[config.mk]
export PLATFORM = sky130hd
export DESIGN_NAME = call_register
export DESIGN_NICKNAME = d
export VERILOG_FILES = /design/src/rtl/elevator_pkg.sv /design/src/rtl/btn_sync.sv /design/src/rtl/call_register.sv
export SDC_FILE = /design/constraint.sdc
export NUM_CORES = 1
export LEC_CHECK = 0
export ABC_AREA = 1
export CORE_MARGIN = 2
export CORE_UTILIZATION = 35
export CTS_CLUSTER_DIAMETER = 150
export DETAILED_ROUTE_END_ITERATION = 10
export GPL_ROUTABILITY_DRIVEN = 0
export PLACE_DENSITY = 0.62
export SYNTH_ARGS = -nofsm -noshare
export SYNTH_HDL_FRONTEND = slang
export SYNTH_HIERARCHICAL = 1
export SYNTH_SLANG_ARGS = --single-unit
[constraint.sdc]
create_clock -name clk -period 1.3 [get_ports clk]
set_clock_uncertainty 0.1 [all_clocks]
set_input_delay 0.26 -clock clk [delete_from_list [all_inputs] [get_ports clk]]
set_output_delay 0.26 -clock clk [all_outputs]
set_load 0.05 [all_outputs]
[src/rtl/elevator_pkg.sv]
// rtl/elevator_pkg.sv - shared elevator constants, FSM status encodings and direction type
package elevator_pkg;

  localparam int FLOORS = 8;

  localparam logic [3:0] ST_SHUTDOWN  = 4'd0;
  localparam logic [3:0] ST_LEVEL     = 4'd1;
  localparam logic [3:0] ST_UPGOING   = 4'd2;
  localparam logic [3:0] ST_DOWNGOING = 4'd3;
  localparam logic [3:0] ST_UPLEVEL   = 4'd4;
  localparam logic [3:0] ST_DOWNLEVEL = 4'd5;
  localparam logic [3:0] ST_OPENING   = 4'd6;
  localparam logic [3:0] ST_OPENED    = 4'd7;
  localparam logic [3:0] ST_CLOSING   = 4'd8;

  typedef enum logic [1:0] {
    IDLE = 2'd0,
    UP   = 2'd1,
    DOWN = 2'd2
  } dir_t;

endpackage

[src/rtl/btn_sync.sv]
// rtl/btn_sync.sv - two-flop synchroniser plus rising-edge detector for raw button pins
module btn_sync #(
  parameter int W = 1
) (
  input  logic         clk,
  input  logic         rst_n,
  input  logic [W-1:0] raw,
  output logic [W-1:0] pulse
);

  logic [W-1:0] meta_q;
  logic [W-1:0] sync_q;
  logic [W-1:0] prev_q;

  always_ff @(posedge clk or negedge rst_n) begin
    if (!rst_n) begin
      meta_q <= '0;
      sync_q <= '0;
      prev_q <= '0;
    end else begin
      meta_q <= raw;
      sync_q <= meta_q;
      prev_q <= sync_q;
    end
  end

  // One pulse per press: a held button stays high in prev_q and cannot retrigger.
  assign pulse = sync_q & ~prev_q;

endmodule

[src/rtl/call_register.sv]
// rtl/call_register.sv - latches hall and car calls, clears them as the FSM serves each floor
module call_register #(
  parameter int FLOORS = elevator_pkg::FLOORS
) (
  input  logic              clk,
  input  logic              rst_n,
  input  logic [FLOORS-1:0] up_btn,
  input  logic [FLOORS-1:0] down_btn,
  input  logic [FLOORS-1:0] car_btn,
  input  logic              power,
  input  logic [3:0]        status,
  input  logic [2:0]        floor,
  output logic [FLOORS-1:0] upcall,
  output logic [FLOORS-1:0] downcall,
  output logic [FLOORS-1:0] floor_btn,
  output logic              pending_above,
  output logic              pending_below
);
  import elevator_pkg::*;

  logic [FLOORS-1:0] up_pulse, down_pulse, car_pulse;
  logic [FLOORS-1:0] up_nxt, down_nxt, car_nxt;
  logic [FLOORS-1:0] any_req;
  logic              above_nxt, below_nxt;
  logic              serving, shutdown;
  dir_t              dir, dir_nxt;

  btn_sync #(.W(FLOORS)) u_up_sync (
    .clk   (clk),
    .rst_n (rst_n),
    .raw   (up_btn),
    .pulse (up_pulse)
  );

  btn_sync #(.W(FLOORS)) u_down_sync (
    .clk   (clk),
    .rst_n (rst_n),
    .raw   (down_btn),
    .pulse (down_pulse)
  );

  btn_sync #(.W(FLOORS)) u_car_sync (
    .clk   (clk),
    .rst_n (rst_n),
    .raw   (car_btn),
    .pulse (car_pulse)
  );

  assign serving  = (status == ST_OPENING) || (status == ST_OPENED);
  assign shutdown = !power || (status == ST_SHUTDOWN);

  always_comb begin
    dir_nxt = dir;
    case (status)
      ST_UPGOING, ST_UPLEVEL:     dir_nxt = UP;
      ST_DOWNGOING, ST_DOWNLEVEL: dir_nxt = DOWN;
      ST_LEVEL, ST_SHUTDOWN:      dir_nxt = IDLE;
      default:                    dir_nxt = dir;
    endcase
  end

  // Priority low to high: set, served clear, shutdown clear (later writes win).
  always_comb begin
    up_nxt   = upcall | up_pulse;
    down_nxt = downcall | down_pulse;
    car_nxt  = floor_btn | car_pulse;
    if (serving) begin
      car_nxt[floor] = 1'b0;
      if (dir != DOWN || floor == 3'd0)
        up_nxt[floor] = 1'b0;
      if (dir != UP || int'(floor) == FLOORS - 1)
        down_nxt[floor] = 1'b0;
    end
    up_nxt[FLOORS-1] = 1'b0;
    down_nxt[0]      = 1'b0;
    if (shutdown) begin
      up_nxt   = '0;
      down_nxt = '0;
      car_nxt  = '0;
    end
  end

  assign any_req = upcall | downcall | floor_btn;

  always_comb begin
    above_nxt = 1'b0;
    below_nxt = 1'b0;
    for (int i = 0; i < FLOORS; i++) begin
      if (any_req[i] && i > int'(floor)) above_nxt = 1'b1;
      if (any_req[i] && i < int'(floor)) below_nxt = 1'b1;
    end
  end

  always_ff @(posedge clk or negedge rst_n) begin
    if (!rst_n) begin
      dir           <= IDLE;
      upcall        <= '0;
      downcall      <= '0;
      floor_btn     <= '0;
      pending_above <= 1'b0;
      pending_below <= 1'b0;
    end else begin
      dir           <= dir_nxt;
      upcall        <= up_nxt;
      downcall      <= down_nxt;
      floor_btn     <= car_nxt;
      pending_above <= above_nxt;
      pending_below <= below_nxt;
    end
  end

endmodule

==> results of run 1 <==
## path summary, 6_finish.rpt
check                                 startpoint                    end  depth (start not counted)
max                                 floor_btn[1]           floor_btn[1]                          1
min                                  down_btn[5]  u_down_sync/meta_q[5]                          1
max reg2reg                          downcall[2]          pending_above                          7
min reg2reg                u_down_sync/meta_q[6]  u_down_sync/sync_q[6]                          0
max in group asynchronous                  rst_n            downcall[4]                          3
min in group asynchronous                  rst_n    u_up_sync/meta_q[6]                          2
## cell type report
class                           count  area share
Multi-Input combinational cell    147       0.170
Timing Repair Buffer               85       0.230
Sequential cell                    92       0.496
Tap cell                          108      0.0289
Inverter                           44      0.0353
Clock buffer                       11      0.0323
Clock inverter                      5     0.00775
## metrics by stage
step,setup slack (ns),std cells,setup TNS (ns)
3_3_place_gp,-0.370,459,-8.43
2_1_floorplan,0.0548,286,0
6_report,-0.0406,492,-0.399
4_1_cts,-0.0598,491,-0.815
5_1_grt,-0.0779,492,-1.34
3_5_place_dp,-0.408,459,-9.12
## registers in the layout (all words and copies together), names as in the netlist, 7 cells and up
| register | flops |
|---|---|
| downcall | 7 |
| floor_btn | 8 |
| u_car_sync/meta_q | 8 |
| u_car_sync/prev_q | 8 |
| u_car_sync/sync_q | 8 |
| u_down_sync/meta_q | 7 |
| u_down_sync/prev_q | 7 |
| u_down_sync/sync_q | 7 |
| u_up_sync/meta_q | 7 |
| u_up_sync/prev_q | 7 |
| u_up_sync/sync_q | 7 |
| upcall | 7 |
## per-layer routing
| layer | part of all wire | vias to the layer above | global-route usage |
|---|---|---|---|
| met5 | 0 | - | 0 |
| met4 | 0.025 | 0 | 0.0727 |
| met3 | 0.051 | 13 | 0.0341 |
| met2 | 0.45 | 56 | 0.198 |
| met1 | 0.47 | 1012 | 0.194 |
| li1 | - | 1066 | - |
## report_power, final
part           leakage (nW)  internal, mW  total, mW  switching [mW]
Clock                0.0876         0.797       1.77           0.971
Combinational          1.03         0.491       1.03           0.541
Sequential             1.08          3.03       3.15           0.117
Total                  2.20          4.32       5.95            1.63
## repair_timing
| item | 4_1_cts | 5_1_grt |
|---|---|---|
| hold buffers | 1 | 0 |
| hold endpoints to repair | 22 | 0 |
| pin swaps | 0 | 8 |
| setup buffers | 16 | 0 |
| resized for setup | 13 | 26 |
| gates cloned | 0 | 1 |
| endpoints found under the setup margin | 28 | 48 |
==> out/metrics.csv, run 1 <==
metric,value,unit
Pre-antenna DRT Iters,4,
Die Span Y,99.8,um
startpoint types,flop,
mapped cell area,3210,um2
number of global-route vias before repair,2114,
RSZ-0062 raised after global routing,yes,
crit path max fanout,2,
CP Cell Sequence,buf_12,
Setup CP Type,flop to output pin,
violated checks,negative setup slack,
maximum vdd drop,0.582,mV
Num CTS Buffers,9,
min Tclk post-route,1.34,ns
status,finished with violations,
placed instance area,4270,um2
remaining global-route overflow,0,
Max H-tree Level,3,
clk slew on worst S/H paths,0.08,ns
Final period util,1.03,
PnR worst setup slack,-0.0406,ns
Min Hold Slack,0.228,ns
CORE AREA,8810,um2
die area,9960,um2
Worst EP required,0.94,ns
initial core utilization,0.365,
CP Data Arrival Time,0.98,ns
Buf/Inv on CP,1,
GR Util All Layers,0.138,
DR DRC count,0,
"Core Util, Final",0.532,
Seq. cell area,2320,um2
first-pass GRT wire length,10.3,mm
final WL,6.20,mm
root buffer cell,clkbuf_8,
final instance area,4680,um2
initial antenna violation count,0,
Worst R2R Setup Slack,0.03,ns
final setup violation count,20,
max-cap violations,0,
Max Buffers Root-to-Sink,2,
CTS Sinks,92,
hpwl dp,4.31,mm
final net count,413,
crit end category,output pin,
fmax,0.746,GHz
layout cells sized above 1,0.354,
max-slew violation count,0,
Fill cells,773,
cells after synthesis,285,
synthesized area per cell,11.3,um2
slowest CP cell,dfrtp_2,
post-route ant nets,0,
Pwr Total,5.95,mW
power per cell area,1270,nW/um2
Routed WL per cell,12.6,um
Hold WC Path Type,input pin to flop,
"most common cell after layout, fill and taps aside",dfrtp_1,
most frequent cells in the layout,"dfrtp_1 (77), inv_1 (42), nand2_1 (37)",
area of the multi-input gates,796,um2
critical path's top delay family,flip-flops,
number of top-level pins,60,
CP max stage delay,0.46,ns
IO buf count,55,
worst skew pair latency,0.36,ns
Synth Warn #,6,
row count,34,
Starting DRT DRC Count,88,
via count,2147,
diode count,0,
CTS tree,done,
Leak Pwr,2.20,nW
synth-to-layout area growth,45.8,%
die width,99.8,um
largest net degree at the start of global routing,26,
Avg Vias per Cell,4.36,
"Hold Violations, Final",0,
No activity file was read; power rests on OpenSTA's default activity.
==> run 2, diff against run 1 <==
Settings changed: PLACE_DENSITY 0.62 to default.
==> out/metrics.csv, run 2 (synthesized netlist as in run 1, its figures left out) <==
metric,value,unit,change
max-slew violation count,0,,unchanged
critical path's top delay family,flip-flops,,unchanged
P_int,4.50,mW,was 4.32 mW
"most common cell after layout, fill and taps aside",dfrtp_1,,unchanged
min Tclk post-route,1.33,ns,was 1.34 ns
Switching Power,1.55,mW,was 1.63 mW
Avg Vias per Cell,4.36,,about the same
CP Data Arrival Time,0.97,ns,was 0.98 ns
row count,34,,unchanged
Final period util,1.02,,was 1.03
diode count,0,,unchanged
clk slew on worst S/H paths,0.08,ns,about the same
DR DRC count,0,,unchanged
violated checks,negative setup slack,,unchanged
Comb power frac,0.172,,was 0.173
root buffer cell,clkbuf_8,,unchanged
worst skew pair latency,0.35,ns,was 0.36 ns
Die Span Y,99.8,um,unchanged
remaining global-route overflow,0,,unchanged
Buf/Inv on CP,1,,unchanged
via count,2148,,was 2147
Num CTS Buffers,9,,unchanged
initial antenna violation count,0,,unchanged
CORE AREA,8810,um2,unchanged
CTS tree,done,,unchanged
crit path max fanout,2,,unchanged
final setup violation count,13,,was 20
die area,9960,um2,unchanged
synth-to-layout area growth,46.9,%,was 45.8%
first-pass GRT wire length,10.4,mm,was 10.3 mm
final WL,6.28,mm,was 6.20 mm
"Core Util, Final",0.536,,was 0.532
CP Cell Sequence,buf_12,,unchanged
RSZ-0062 raised after global routing,yes,,unchanged
clock network power share,0.307,,was 0.297
Pwr Total,6.05,mW,was 5.95 mW
Max H-tree Level,3,,unchanged
Post-Place Cells,462,,was 459
max-cap violations,0,,unchanged
Setup CP Type,flop to output pin,,unchanged
Flop pwr share,0.521,,was 0.529
initial core utilization,0.365,,unchanged
sw frac,0.256,,was 0.274
largest net degree at the start of global routing,30,,was 26
IO buf count,55,,unchanged
Min Hold Slack,0.238,ns,was 0.228 ns
CTS Sinks,92,,unchanged
slowest CP cell,dfrtp_2,,unchanged
"Hold Violations, Final",0,,unchanged
Routed WL per cell,12.7,um,was 12.6 um
fmax,0.753,GHz,was 0.746 GHz
startpoint types,flop,,unchanged
status,finished with violations,,unchanged
Setup WS pre-CTS,-0.447,ns,was -0.408 ns
maximum vdd drop,0.651,mV,was 0.582 mV
Max Buffers Root-to-Sink,2,,unchanged
power per cell area,1280,nW/um2,was 1270 nW/um2
CP max stage delay,0.45,ns,was 0.46 ns
crit end category,output pin,,unchanged
layout cells sized above 1,0.343,,was 0.354
PnR worst setup slack,-0.0281,ns,was -0.0406 ns
Pre-antenna DRT Iters,4,,unchanged
Hold WC Path Type,input pin to flop,,unchanged
most frequent cells in the layout,"dfrtp_1 (78), inv_1 (43), nand2_1 (37)",,"was dfrtp_1 (77), inv_1 (42), nand2_1 (37)"
Final Non-Filler Cells,493,,was 492
hpwl dp,4.40,mm,was 4.31 mm
post-route ant nets,0,,unchanged
Leak Pwr,2.25,nW,was 2.20 nW
GR Util All Layers,0.138,,about the same
Starting DRT DRC Count,116,,was 88
die width,99.8,um,unchanged
Worst EP required,0.94,ns,about the same
number of global-route vias before repair,2180,,was 2114
number of top-level pins,60,,unchanged
final net count,416,,was 413
run 2: cell count changes in the layout (fill, tap and decap cells not counted), moves of 2 or more:
cell,change
buf_4,+4
nand2_2,-3
nor2_2,-5
nor2_4,+3
clkinvlp_4,-3
nor2_1,+2
nand2_4,+2
run 2: repair_timing:
action | in CTS | in global routing
setup endpoints to repair | 35 | 46
setup buffers | 16 | 1
endpoints found under the hold margin | 25 | 0
pin swaps | 0 | 11
hold buffers | 1 | 0
resized for setup | 17 | 24
run 2: final cells by class:
cell class / instances / area, um2
inverters: 44 / 165
flip-flops and latches: 92 / 2320
clock buffers: 12 / 155
multi-input cells: 146 / 810
fillers: 774 / 4090
repair buffers: 89 / 1100
well taps: 108 / 135
clock inverters: 2 / 35.0
run 2: per-stage QoR:
stage / TNS [ns] / area, um2
CTS: -0.366 / 4620
detailed placement: -9.66 / 4280
finish: -0.161 / 4720
global route: -0.906 / 4720
floorplan: 0 / 3220
global placement: -8.40 / 4280
run 2: routing by layer:
layer  wire length, um  track usage  vias to the layer above
li1                  -            -                     1064
met1              2900        0.185                     1018
met2              2890        0.208                       57
met3               385       0.0404                        9
met4               100       0.0622                        0
met5                 0            0                        -
run 2: worst paths after layout:
kind	start	endpoint	slack (ns)	cells after the start
max in group asynchronous	rst_n	u_down_sync/meta_q[6]	0.35	3
worst max-delay path	upcall[1]	upcall[1]	-0.03	1
worst max register to register	upcall[1]	pending_above	0.02	7
min in group asynchronous	rst_n	u_up_sync/meta_q[6]	0.28	2
worst min register to register	u_down_sync/meta_q[4]	u_down_sync/sync_q[4]	0.25	0
worst min-delay path	up_btn[5]	u_up_sync/meta_q[5]	0.24	1
run 2: power by group through the flow:
stage	Clock (mW)	Sequential (mW)	Combinational, mW
after floorplan	0	3.35	0.255
after global placement	0	3.21	0.942
after detailed placement	0	3.21	0.949
after CTS	1.91	3.15	1.01
after global routing	2.02	3.17	1.12
final	1.86	3.15	1.04
